[src/rtl/loop_stack_param_if.sv]
// Bundles the loop-stack push/pop controls, skip-mode controls and status
// outputs so the stack can be dropped in behind a single port.
interface loop_stack_param_if #(
  parameter int ADDR_WIDTH = 10,
  parameter int DEPTH      = 16,
  parameter int NEST_WIDTH = 8
);
  localparam int CW = $clog2(DEPTH + 1);

  logic                  push;
  logic                  pop;
  logic [ADDR_WIDTH-1:0] address_in;
  logic [ADDR_WIDTH-1:0] address_out;
  logic [CW-1:0]         count;
  logic                  empty;
  logic                  full;
  logic                  overflow;
  logic                  underflow;
  logic                  skip_start;
  logic                  open_bracket;
  logic                  close_bracket;
  logic                  skipping;
  logic                  skip_done;
  logic [NEST_WIDTH-1:0] nest;

  modport master (
    output push, pop, address_in, skip_start, open_bracket, close_bracket,
    input  address_out, count, empty, full, overflow, underflow,
           skipping, skip_done, nest
  );

  modport slave (
    input  push, pop, address_in, skip_start, open_bracket, close_bracket,
    output address_out, count, empty, full, overflow, underflow,
           skipping, skip_done, nest
  );
endinterface

[src/rtl/loop_stack_param.sv]
// LIFO of loop-start addresses with sticky over/underflow flags, plus a
// bracket-matching skip mode that freezes the stack while active.
module loop_stack_param #(
  parameter int ADDR_WIDTH = 10,
  parameter int DEPTH      = 16,
  parameter int NEST_WIDTH = 8
) (
  input logic               clk,
  input logic               rst,
  loop_stack_param_if.slave bus
);
  localparam int CW = $clog2(DEPTH + 1);
  localparam int AW = (DEPTH > 1) ? $clog2(DEPTH) : 1;
  localparam logic [CW-1:0]         DEPTH_C  = CW'(DEPTH);
  localparam logic [NEST_WIDTH-1:0] NEST_MAX = '1;

  typedef enum logic {
    S_IDLE,
    S_SKIP
  } state_e;

  state_e                state_q, state_d;
  logic [NEST_WIDTH-1:0] nest_q, nest_d;
  logic                  skip_done_q, skip_done_d;
  logic                  nest_ovf;

  logic [CW-1:0]         count_q, count_d;
  logic                  ovf_q, ovf_d;
  logic                  unf_q, unf_d;
  logic [ADDR_WIDTH-1:0] mem_q [DEPTH];
  logic                  wr_en;
  logic [AW-1:0]         wr_idx;
  logic [AW-1:0]         top_idx;
  logic                  empty;
  logic                  full;

  assign empty   = (count_q == '0);
  assign full    = (count_q == DEPTH_C);
  assign top_idx = AW'(count_q - 1'b1);

  always_ff @(posedge clk) begin
    if (rst) begin
      state_q     <= S_IDLE;
      nest_q      <= '0;
      skip_done_q <= 1'b0;
    end else begin
      state_q     <= state_d;
      nest_q      <= nest_d;
      skip_done_q <= skip_done_d;
    end
  end

  always_comb begin
    state_d     = state_q;
    nest_d      = nest_q;
    skip_done_d = 1'b0;
    nest_ovf    = 1'b0;
    unique case (state_q)
      S_IDLE: begin
        if (bus.skip_start) begin
          state_d = S_SKIP;
          nest_d  = '0;
        end
      end
      S_SKIP: begin
        if (bus.open_bracket && !bus.close_bracket) begin
          if (nest_q == NEST_MAX) nest_ovf = 1'b1;
          else                    nest_d   = nest_q + 1'b1;
        end else if (bus.close_bracket && !bus.open_bracket) begin
          if (nest_q != '0) begin
            nest_d = nest_q - 1'b1;
          end else begin
            state_d     = S_IDLE;
            skip_done_d = 1'b1;
          end
        end
      end
      default: state_d = S_IDLE;
    endcase
  end

  // Simultaneous push+pop on a non-empty stack overwrites the top in place.
  always_comb begin
    count_d = count_q;
    ovf_d   = ovf_q | nest_ovf;
    unf_d   = unf_q;
    wr_en   = 1'b0;
    wr_idx  = AW'(count_q);
    if (state_q == S_IDLE) begin
      if (bus.push && bus.pop) begin
        wr_en = 1'b1;
        if (empty) count_d = count_q + 1'b1;
        else       wr_idx  = top_idx;
      end else if (bus.push) begin
        if (full) begin
          ovf_d = 1'b1;
        end else begin
          wr_en   = 1'b1;
          count_d = count_q + 1'b1;
        end
      end else if (bus.pop) begin
        if (empty) unf_d   = 1'b1;
        else       count_d = count_q - 1'b1;
      end
    end
  end

  always_ff @(posedge clk) begin
    if (rst) begin
      count_q <= '0;
      ovf_q   <= 1'b0;
      unf_q   <= 1'b0;
    end else begin
      count_q <= count_d;
      ovf_q   <= ovf_d;
      unf_q   <= unf_d;
    end
  end

  always_ff @(posedge clk) begin
    if (!rst && wr_en) mem_q[wr_idx] <= bus.address_in;
  end

  assign bus.address_out = empty ? '0 : mem_q[top_idx];
  assign bus.count       = count_q;
  assign bus.empty       = empty;
  assign bus.full        = full;
  assign bus.overflow    = ovf_q;
  assign bus.underflow   = unf_q;
  assign bus.skipping    = (state_q == S_SKIP);
  assign bus.skip_done   = skip_done_q;
  assign bus.nest        = nest_q;

endmodule

[src/flat_wrapper.sv]
// flat-port wrapper written by rule: the top's interface ports become plain ports
module loop_stack_param_flat 
#(
  parameter int ADDR_WIDTH = 10,
  parameter int DEPTH      = 16,
  parameter int NEST_WIDTH = 8
)
  (clk, rst, bus_push, bus_pop, bus_address_in, bus_skip_start, bus_open_bracket, bus_close_bracket, bus_address_out, bus_count, bus_empty, bus_full, bus_overflow, bus_underflow, bus_skipping, bus_skip_done, bus_nest);
  loop_stack_param_if #(.ADDR_WIDTH(ADDR_WIDTH), .DEPTH(DEPTH), .NEST_WIDTH(NEST_WIDTH)) bus_i ();
  input logic clk;
  input logic rst;
  input wire logic [$bits(bus_i.push)-1:0] bus_push;
  input wire logic [$bits(bus_i.pop)-1:0] bus_pop;
  input wire logic [$bits(bus_i.address_in)-1:0] bus_address_in;
  input wire logic [$bits(bus_i.skip_start)-1:0] bus_skip_start;
  input wire logic [$bits(bus_i.open_bracket)-1:0] bus_open_bracket;
  input wire logic [$bits(bus_i.close_bracket)-1:0] bus_close_bracket;
  output wire logic [$bits(bus_i.address_out)-1:0] bus_address_out;
  output wire logic [$bits(bus_i.count)-1:0] bus_count;
  output wire logic [$bits(bus_i.empty)-1:0] bus_empty;
  output wire logic [$bits(bus_i.full)-1:0] bus_full;
  output wire logic [$bits(bus_i.overflow)-1:0] bus_overflow;
  output wire logic [$bits(bus_i.underflow)-1:0] bus_underflow;
  output wire logic [$bits(bus_i.skipping)-1:0] bus_skipping;
  output wire logic [$bits(bus_i.skip_done)-1:0] bus_skip_done;
  output wire logic [$bits(bus_i.nest)-1:0] bus_nest;
  assign bus_i.push = bus_push;
  assign bus_i.pop = bus_pop;
  assign bus_i.address_in = bus_address_in;
  assign bus_i.skip_start = bus_skip_start;
  assign bus_i.open_bracket = bus_open_bracket;
  assign bus_i.close_bracket = bus_close_bracket;
  assign bus_address_out = bus_i.address_out;
  assign bus_count = bus_i.count;
  assign bus_empty = bus_i.empty;
  assign bus_full = bus_i.full;
  assign bus_overflow = bus_i.overflow;
  assign bus_underflow = bus_i.underflow;
  assign bus_skipping = bus_i.skipping;
  assign bus_skip_done = bus_i.skip_done;
  assign bus_nest = bus_i.nest;
  loop_stack_param #(.ADDR_WIDTH(ADDR_WIDTH), .DEPTH(DEPTH), .NEST_WIDTH(NEST_WIDTH)) u_core (.clk(clk), .rst(rst), .bus(bus_i));
endmodule
[config.mk]
export PLATFORM = sky130hd
export DESIGN_NAME = loop_stack_param_flat
export DESIGN_NICKNAME = d
export VERILOG_FILES = /design/src/rtl/loop_stack_param_if.sv /design/src/rtl/loop_stack_param.sv /design/src/flat_wrapper.sv
export SDC_FILE = /design/constraint.sdc
export NUM_CORES = 1
export LEC_CHECK = 0
export ABC_AREA = 1
export CAP_MARGIN = 20
export CELL_PAD_IN_SITES_DETAIL_PLACEMENT = 1
export CELL_PAD_IN_SITES_GLOBAL_PLACEMENT = 1
export CORE_MARGIN = 1.5
export CORE_UTILIZATION = 35
export DETAILED_ROUTE_END_ITERATION = 10
export HOLD_SLACK_MARGIN = 0.03
export PLACE_DENSITY_LB_ADDON = 0.1
export SYNTH_ARGS = -nofsm -noshare
export SYNTH_HDL_FRONTEND = slang
export SYNTH_SLANG_ARGS = --single-unit
[constraint.sdc]
create_clock -name clk -period 3 [get_ports clk]
set_input_delay 0.75 -clock clk [delete_from_list [all_inputs] [get_ports clk]]
set_output_delay 0.75 -clock clk [all_outputs]
set_load 0.02 [all_outputs]
Word-level counts from Yosys, hierarchy flattened. Memory sizes are Yosys's and may differ from the RTL's. Index checks and enable logic that the tools add are counted.

Add/subtract/negate cells: 4. Equality and inequality tests: 9. Muxes and demuxes: 35. Bitwise gates (word level): 5. Reduce and logical (&&, ||, !) cells: 14.

Operators by type and width (number): two-way mux 8 bit (5); two-way mux 5 bit (6); two-way mux 1 bit (18); case mux 8 bit (2 select lines) (1); two-way mux 4 bit (3); != test 3 bit, second input constant (4); two-way mux 10 bit (1); AND reduction 5 bit (2); adder 8 x 1 -> 8 bit, second input constant (1); equality test 8 bit, second input constant (1); nonzero test 8 bit (1); subtractor 8 x 1 -> 8 bit, second input constant (1); adder 5 x 1 -> 5 bit, second input constant (1); equality test 5 bit, second input constant (1); logical NOT 5 bit (1); subtractor 5 x 1 -> 5 bit, second input constant (1); logical AND 1 bit (4); inverter 1 bit (4); AND reduction 4 bit (1); OR reduction 4 bit (1); logical NOT 1 bit (3); != test 3 x 2 -> 1 bit, second input constant (1); nonzero test 3 bit (1); != test 2 x 1 -> 1 bit, second input constant (1); other kinds (3) (3).

Bits in registers: 17. Memory bits (writable): 160. Output and inout bits: 29. Memories kept: 1.

Memory list: u_core.mem_q (depth 16, bits a word 10, read ports 1, clocked after memory_dff 0, write ports 1, line loop_stack_param.sv:30) `logic [ADDR_WIDTH-1:0] mem_q [DEPTH];`.

Depth between registers and ports, before layout. Gate-level depths: netlist of run 1.

Word-level depth: 9. Gate-level depth with buffers: 13.

Worst setup path before layout of run 1. OpenSTA, ideal clock, no wires.

Kind: reg-to-output. Start: register u_core.count_q[0], in the netlist u_core.bus.count[0]. End: output port bus_address_out[4]. Arrival: 2.285 ns. Required time: 2.250 ns. Slack: -0.035 ns. Cell stages (with the launch flop): 12. Path buffers: 4. Path through: dfxtp_1 > inv_1 > buf_2 > buf_2 > ha_1 > buf_2 > inv_1 > buf_2 > a21oi_1 > a22oi_1 > nor2_1 > o22ai_1.

Longest elaborated chain between the ends: 3. Elaborated cells between the ends (all ways): 4. Those cells by class: add/sub: 1; mux: 1; reduce/logical: 1; memory: 1.

Ends and longest elaborated chain: from (decl) (line loop_stack_param.sv:27) `logic [CW-1:0] count_q, count_d;`; from (signal assigned) (line loop_stack_param.sv:114) `count_q <= count_d;`; subtractor 5 x 1 -> 5 bit (line loop_stack_param.sv:39) `assign top_idx = AW'(count_q - 1'b1);`; memory (16 x 10 bit); two-way mux 10 bit * (line loop_stack_param.sv:124) `assign bus.address_out = empty ? '0 : mem_q[top_idx];`; to (decl) (line flat_wrapper.sv:18) `output wire logic [$bits(bus_i.address_out)-1:0] bus_address_out;`.

Mark *: on every way between the ends. The rest lies on a longest branch, timed or not.

Final worst setup path of run 1.
Start: register u_core.count_q[1], in the netlist u_core.bus.count[1]. End: output port bus_address_out[7].

Same word-level chain as after synthesis.

==> results of run 1 <==
flip-flops by register name, summed over array words and instances (netlist names):
name	flops
u_core.mem_q	160
u_core.bus.nest	8
u_core.bus.count	5
u_core.bus.overflow	1
u_core.bus.skip_done	1
u_core.bus.skipping	1
u_core.bus.underflow	1
layout by cell type (no fill, tap or decap), types with 3 or more instances in the layout:
| master | Yosys | layout |
|---|---|---|
| nand3_4 | 3 | 3 |
| nor2_2 | 1 | 9 |
| buf_12 | 0 | 15 |
| buf_6 | 1 | 12 |
| inv_1 | 33 | 30 |
| ha_1 | 12 | 10 |
| o21ai_2 | 2 | 8 |
| clkinv_4 | 0 | 3 |
| clkbuf_16 | 0 | 18 |
| nand3_2 | 3 | 3 |
| nand3_1 | 52 | 52 |
| clkdlybuf4s50_1 | 0 | 35 |
| buf_2 | 20 | 4 |
| a22oi_1 | 14 | 13 |
| o21ai_1 | 0 | 6 |
| o21ai_0 | 43 | 31 |
| xor2_1 | 3 | 3 |
| nor2_1 | 103 | 92 |
| inv_6 | 0 | 4 |
| inv_8 | 0 | 5 |
| inv_2 | 6 | 7 |
| o22ai_1 | 9 | 4 |
| o22ai_2 | 2 | 6 |
| a21oi_1 | 63 | 61 |
| nor2_4 | 1 | 4 |
| edfxtp_1 | 160 | 160 |
| buf_4 | 2 | 38 |
| nand2_2 | 1 | 7 |
| dfxtp_1 | 17 | 15 |
| nand2_1 | 151 | 145 |
| a21oi_2 | 1 | 3 |
routing by layer:
metal / wire (µm) / share of wire, %
met3: 589 / 2.6
met5: 0 / 0
met1: 10100 / 45
met4: 303 / 1.3
met2: 11600 / 51
kinds of logic (layout without fill, tap and decap cells):
logic type | count (synthesis) | after routing | synth area share, %
adder cells (fa/ha/maj) | 12 | 12 | 1.90
XOR/XNOR | 8 | 8 | 1.41
AO/OA/AOI/OAI | 143 | 143 | 10.4
AND/OR/NAND/NOR | 322 | 322 | 17.3
buffers and inverters | 73 | 179 | 3.97
flip-flops | 177 | 177 | 65.0
cells in the mapped netlist (all sizes together) (2+ instances only):
master  number
edfxtp     160
nand2      153
nor2       105
a21oi       64
nand3       58
o21ai       45
inv         39
buf         27
dfxtp       17
a22oi       14
ha          12
o22ai       11
clkbuf       7
xor2         6
a211oi       5
a21o         2
nand4        2
xnor2        2
worst register-to-register path: stages (launching register included):
cell	delay, ps
dfxtp_1	430
buf_4	220
inv_2	70
nand3_4	120
xor2_2	220
buf_12	160
o22ai_2	110
inv_1	100
nand2_1	130
nor2_1	260
buf_12	180
how the worst min path moves through the flow:
| stage | from | endpoint | depth (start not counted) |
|---|---|---|---|
| floorplan | u_core.bus.underflow$_SDFFE_PP0P_ | u_core.bus.underflow$_SDFFE_PP0P_ | 2 |
| global placement | u_core.bus.underflow$_SDFFE_PP0P_ | u_core.bus.underflow$_SDFFE_PP0P_ | 2 |
| detailed placement | u_core.bus.underflow$_SDFFE_PP0P_ | u_core.bus.underflow$_SDFFE_PP0P_ | 2 |
| CTS | u_core.bus.underflow$_SDFFE_PP0P_ | u_core.bus.underflow$_SDFFE_PP0P_ | 2 |
| global route | u_core.bus.underflow$_SDFFE_PP0P_ | u_core.bus.underflow$_SDFFE_PP0P_ | 2 |
| finish | u_core.bus.underflow$_SDFFE_PP0P_ | u_core.bus.underflow$_SDFFE_PP0P_ | 2 |
power by group:
group | switching, W | internal (W) | leakage [nW]
registers | 0.0000568 | 0.00277 | 1.58
logic | 0.00201 | 0.00142 | 1.86
clock network | 0.00106 | 0.00127 | 0.299
through the flow:
| stage | instance area [µm²] | instances | power, W |
|---|---|---|---|
| 5_1_grt | 10100 | 1121 | 0.00903 |
| 3_5_place_dp | 9190 | 1082 | 0.00596 |
| 4_1_cts | 9870 | 1115 | 0.00841 |
| 2_1_floorplan | 7940 | 735 | 0.00455 |
| 6_report | 10100 | 1121 | 0.00859 |
| 3_3_place_gp | 9190 | 1082 | 0.00592 |
area by class of cell:
cell class,count,area (µm²)
fill,2354,12000
sequential,177,5150
multi-input combinational,485,2620
timing repair buffer,108,1190
clock buffer,17,425
tap,280,350
clock inverter,15,185
inverter,39,151
repair_timing:
item	in CTS	in global routing
cloned	1	1
gates resized for setup	71	46
setup endpoints to repair	10	10
setup buffers	0	5
pin swaps	6	22
==> results, run 1 <==
- Once detail routing completed, the nets flagged for antenna violations numbered 0.
- The HPWL reported at the end of detailed placement is 15000 µm.
- The worst IR drop on VDD is 0.000431 V.
- Summed over its instances, the top area cell type makes up 60.7% of the synthesized netlist area.
- Entering global routing, the biggest net connects 52 pins.
- The total negative slack is 0 ps.
- The critical path ends at bus_address_out[7].
- The number of buffers and inverters on the critical path is 5.
- The boundary pin count is 46.
- The initialized floorplan defines 54 standard-cell rows.
- At the pin with the least slew margin, the transition time is 656 ps.
- In this run the worst setup path begins at u_core.bus.count[1]$_SDFFE_PP0P_.
- The TritonCTS clock tree is yes.
- Routability-driven placement finished with a final weighted congestion of 0.805.
- The number of nets in the synthesized netlist is 764.
- The most frequent cell on the critical path is buf_12.
- The via count of the first global-routing pass is 6062.
- The number of antenna violations at the first check in global routing came to 0.
- The detailed router finished its first iteration with 332 violations.
- The cell count along the critical path is 11.
- Across all hold checks on the routed design, the worst slack comes to 485 ps.
- The global routing usage on met3 is 2.95%.
- The worst-path cell with the longest stage delay is dfxtp_2.
- The deepest clock path buffer count is 2.
- The worst hold-check path type is reg -> reg.
- The number of buffers inserted for hold repair after clock tree synthesis is 0.
- Summing every instance area after synthesis gives 0.00791 mm².
- The core region is 0.0220 mm².
- The H-tree generated during clock tree synthesis spans 4 levels.
- The total count of hold-check failures in the final report was 0.
- The number of distinct library cells after synthesis is 40.
- The critical path goes through inv_4, ha_4, buf_8, buf_12, buf_12, nor2_4, o21ai_2, nand3_1, nand2_1, o22ai_2, buf_6.
- The delay of the slowest cell on the worst path is 360 ps.
- For this run, design rule violations remaining after detail routing come to 0.
- The initial core utilization is 35.9%.
- For the worst-skew pair, the clock arrives at the later sink with an insertion delay of 440 ps.
- Synthesis handed over a netlist of 735 instances.
- Counting cells, the worst reg-to-reg path comes to 10.
- Setup repair after global routing could not meet its margin everywhere.
- The final net count is 857.
- Setup violations remaining at the end of the flow were counted as 0.
- The final-report max-slew violation count came to 0.
- Prior to clock tree synthesis, the placed netlist has a worst setup slack of -147 ps.
- STA puts the critical path data arrival time at 2210 ps.
- The type of element launching the critical path is a register.
- After detailed routing, the average wire length per cell comes to 20.2 µm.
- The count of TritonRoute iterations in the first routing pass is 4.
- In this run the worst path has a maximum fanout of 7.
- Data on the critical path is required at its endpoint by 2250 ps.
- During synthesis, Yosys emitted a total of 0 warnings.
- The tightest slew margin relative to the limit is 56.1%.
- Cells with a size suffix above 1 make up 20.5% of the layout.
- Clock-pin slew was measured on the worst setup and hold paths at 70 ps.
- The horizontal die dimension is 153 µm.
- The aggregate global routing overflow is 0.
- In this run the clock root is driven by a clkbuf_16.
- In this run the critical register-to-register path is launched from u_core.bus.count[2]$_SDFFE_PP0P_.
- Across all register-to-register paths, the minimum setup slack is 690 ps.
- The cell leakage power is 3.74 nW.
- The detailed router placed 5771 vias in this run.
- The port buffer count is 45.
- The kind of cell with the highest combined delay on the critical path is buffers and inverters.
- For this run, the top clock speed supported by timing is 337 MHz.
- Sequential cells were found to cover 65.0% of the synthesized design area.
- From bottom edge to top edge, the die measures 153 µm.
- The power per unit of standard cell area is 853 mW/mm².
- The critical path is of the reg -> out type.
- For this run, the total global-route usage over all layers was measured as 19.8%.
- The minimum period implied by the final worst setup slack is 2960 ps.
- The number of inserted diodes is 0.
- For met1 alone, demand over resource in global routing was 25.4%.
- The flip-flop and latch count after synthesis is 177.
- The worst register-to-register path ends at u_core.mem_q[4][7]$_DFFE_PP_.
- Of the available clock period, the critical path in the final layout requires 98.8%.
- After detailed routing, the number of vias per cell comes to 5.15.
- Measured on the finished design, the core utilization comes to 45.7%.
- The met2 track demand over resource is 34.7%.
- The first global-routing pass estimated 35300 µm of wire.
- The number of clock sinks seen by CTS is 177.
- The synthesized design contains 160 enable-type register cells.
- The total die area is 0.0235 mm².
- The dominant cell type by area after synthesis is edfxtp_1.
- The global routing stage identified its most utilized layer as met2.
- In the post-synthesis netlist, the biggest area contributors are edfxtp_1 (61%), nand2_1 (7.2%), nor2_1 (4.9%).
- The sum of routed wire length over all layers is 22600 µm.
- The proportion of synthesized flip-flops having asynchronous set or reset is 0%.
- Each instance of the synthesized netlist takes up on average 10.8 µm².
- The flow ran to the end, and the final reports show no timing, DRC or antenna violations.
- The number of clock buffers added by TritonCTS is 17.
- The area growth from synthesis to layout is 27.3%.
- The critical path endpoint category is a primary output.
- Across the run, the number of max-cap violations was 0.
- For this run, the leading register cell type out of synthesis is edfxtp_1.
- The final clock skew is 9.91 ps.
- The final worst setup slack is 35.9 ps.
Power figures use the tool's default switching activity.
==> run 2: changes to the inputs <==
Clock period 3 ns to 3.1 ns, I/O delays scaled along.
==> results, run 2 (synthesis gave the netlist of run 1 again) <==
- The run finished with clean final reports.
- Summed over all cells, the static leakage comes to 3.80 nW.
- The post-route met1 wirelength is 10500 µm.
- Counting I/O delays and the setup requirement, the final critical path takes 3030 ps.
- The core box area is 0.0220 mm².
- The die is 153 µm wide.
- STA classifies the critical path startpoint as a register.
- The total die area is 0.0235 mm².
- The startpoint of the most critical register-to-register path is u_core.bus.count[0]$_SDFFE_PP0P_.
- For this run, the post-layout net count is 866.
- In the final routed layout, each cell accounts on average for 20.7 µm.
- The clock net in this run drives a total of 177 sinks.
- The number of DRC violations after detailed-routing iteration 0 is 383.
- In the detailed route, the total length drawn on met2 is 11900 µm.
- The total via count after detailed routing is 5864.
- The worst IR drop on VDD is 0.000475 V.
- The tightest slew margin relative to the limit is 48.6%.
- The clock latency on the worst-skew pair is 440 ps.
- Entering global routing, the biggest net connects 57 pins.
- In the routed design, unresolved DRC markers number 0.
- The total negative slack is 0 ps.
- The routed design uses 627 µm of met3 wire.
- Data arrives at the worst endpoint at 2260 ps.
- The number of buffers created by CTS is 17.
- The uppermost signal routing layer after detailed routing is met5.
- The deepest clock path buffer count is 2.
- Once routing completed, OpenROAD measured the worst setup slack at 66.3 ps.
- The final-report max-slew violation count is 0.
- The register with the highest flop count is u_core.mem_q.
- Detailed placement finished with a half-perimeter wire length of 15100 µm.
- The tightest hold path in the finished design has a slack of 486 ps.
- The library cell used most frequently in the layout, excluding fill and tap cells, is edfxtp_1.
- The number of cells traversed by the worst hold path is 2.
- In this run the worst path has a maximum fanout of 5.
- The sum of routed wire length over all layers is 23400 µm.
- Measured along the y axis, the die boundary spans 153 µm.
- Dividing total power by cell area gives a power density of 830 mW/mm².
- The number of inserted diodes is 0.
- The detail route stage leaves a number of antenna-violating nets equal to 0.
- The register with the most flip-flops in the layout has 160 of them.
- Of the cells placed in the final design, the portion with a size suffix greater than 1 is 19.3%.
- The register clock-pin slew on the reported worst setup and hold paths is 70 ps.
- The period utilization is 97.9%.
- Across the routed clock network, the largest skew measured is 17.9 ps.
- The first global-routing pass estimated 36600 µm of wire.
- Using the TritonRoute via totals, the vias-per-cell ratio works out to 5.19.
- The boundary pin count is 46.
- Before antenna repair, the detailed router went through 5 iterations.
- The number of antenna violations at the first check in global routing is 1.
- The H-tree generated during clock tree synthesis spans 4 levels.
- The initial core utilization is 35.9%.
- The library cells used most frequently in the layout, excluding fill and tap cells, are edfxtp_1 (160), nand2_1 (149), nor2_1 (100).
- With fillers left out, the area of the finished cells amounts to 0.0101 mm².
- The total count of hold-check failures in the final report is 0.
- Buffers inserted to repair hold after CTS numbered 0.
- The worst hold-check path type is reg -> reg.
- The instance area after placement is 0.00911 mm².
- The worst min-delay path endpoint is u_core.bus.underflow$_SDFFE_PP0P_.
- The cell row count is 54.
- Setup repair after global routing could not meet its margin everywhere.
- The worst-case reg-to-reg path depth is 11.
- The worst setup path is captured at a primary output.
- Static timing analysis puts the maximum clock frequency at 330 MHz.
- The final estimated routing congestion in global placement is 0.798.
- The aggregate global routing overflow is 0.
- The layout has 2362 filler cells.
- The final design utilization is 45.8%.
- In this run the critical register-to-register path is captured at u_core.mem_q[11][1]$_DFFE_PP_.
- The via count of the first global-routing pass is 6238.
- The global routing usage summed across all routing layers is 20.7%.
- The setup check on the worst reg-to-reg path leaves a slack of 720 ps.
- The startpoint of the most critical hold path is u_core.bus.underflow$_SDFFE_PP0P_.
- The area growth from synthesis to layout is 27.6%.
- The count of max-cap constraint violations is 0.
- Prior to clock tree synthesis, the placed netlist has a worst setup slack of -34.0 ps.
- TritonCTS built the clock tree.
- In this run the tool buffered the top-level ports with 45 buffer cells.
- The root cell of the clock tree is clkbuf_16.
- Setup violations remaining at the end of the flow were counted as 0.
- The data required time of the critical path is 2320 ps.
- The worst setup path is of the reg -> out kind.
- For the pin with the worst max-slew slack, the measured transition is 769 ps.
run 2: changes by cell type in the layout (fill, tap and decap cells not counted), sizes merged:
cell	before	now
inv	48	44
clkinvlp	1	0
buf	71	78
clkbuf	18	19
bufinv	2	0
clkinv	3	10
bufbuf	1	2
run 2: worst max-delay path by stage:
stage                                                 from            endpoint  slack (ps)  depth (start not counted)
after floorplan           u_core.bus.count[0]$_SDFFE_PP0P_  bus_address_out[4]          40                         11
after global placement    u_core.bus.count[0]$_SDFFE_PP0P_  bus_address_out[7]         -60                         10
after detailed placement  u_core.bus.count[1]$_SDFFE_PP0P_  bus_address_out[7]         -30                         10
after CTS                 u_core.bus.count[0]$_SDFFE_PP0P_  bus_address_out[1]           1                          9
after global routing      u_core.bus.count[0]$_SDFFE_PP0P_  bus_address_out[9]         -10                         10
final                     u_core.bus.count[0]$_SDFFE_PP0P_  bus_address_out[4]          70                         11
run 2: stage by stage:
| stage | std cells | total power (W) |
|---|---|---|
| floorplan | 735 | 0.00435 |
| finish | 1130 | 0.00838 |
| global route | 1130 | 0.00879 |
| CTS | 1128 | 0.00822 |
| detailed placement | 1085 | 0.00571 |
| global placement | 1085 | 0.00567 |
run 2: layout make-up:
type | instances | area, µm² | area share, %
Sequential cell | 177 | 5150 | 51.0
Clock buffer | 17 | 425 | 4.21
Tap cell | 280 | 350 | 3.47
Clock inverter | 15 | 186 | 1.85
Timing Repair Buffer | 117 | 1270 | 12.5
Multi-Input combinational cell | 485 | 2570 | 25.5
Inverter | 39 | 149 | 1.47
run 2: worst max-delay path, stage by stage, from the launching register on:
cell     delay, ps
dfxtp_2        340
inv_2           60
buf_4          150
ha_4           180
xnor2_4        260
buf_12         150
buf_16         110
buf_4          120
nand3_1        100
nand2_1        120
o22ai_2         80
buf_6          140
run 2: power by group:
| part | internal [W] | switching (W) |
|---|---|---|
| logic | 0.00150 | 0.00196 |
| registers | 0.00268 | 0.0000530 |
| clock network | 0.00109 | 0.00109 |
| total | 0.00528 | 0.00310 |
run 2: repair_timing:
item                                    in CTS  in global routing
buffers inserted                             8                  0
gates cloned                                 3                  2
endpoints found under the setup margin      10                 10
pin swaps                                    6                 11
gates resized for setup                     58                 33
run 2: metal layers:
layer / vias up / global-route usage (%)
li1: 2780 / -
met3: 21 / 3.06
met4: 2 / 5.83
met5: - / 0
met2: 94 / 36.7
met1: 2967 / 26.3
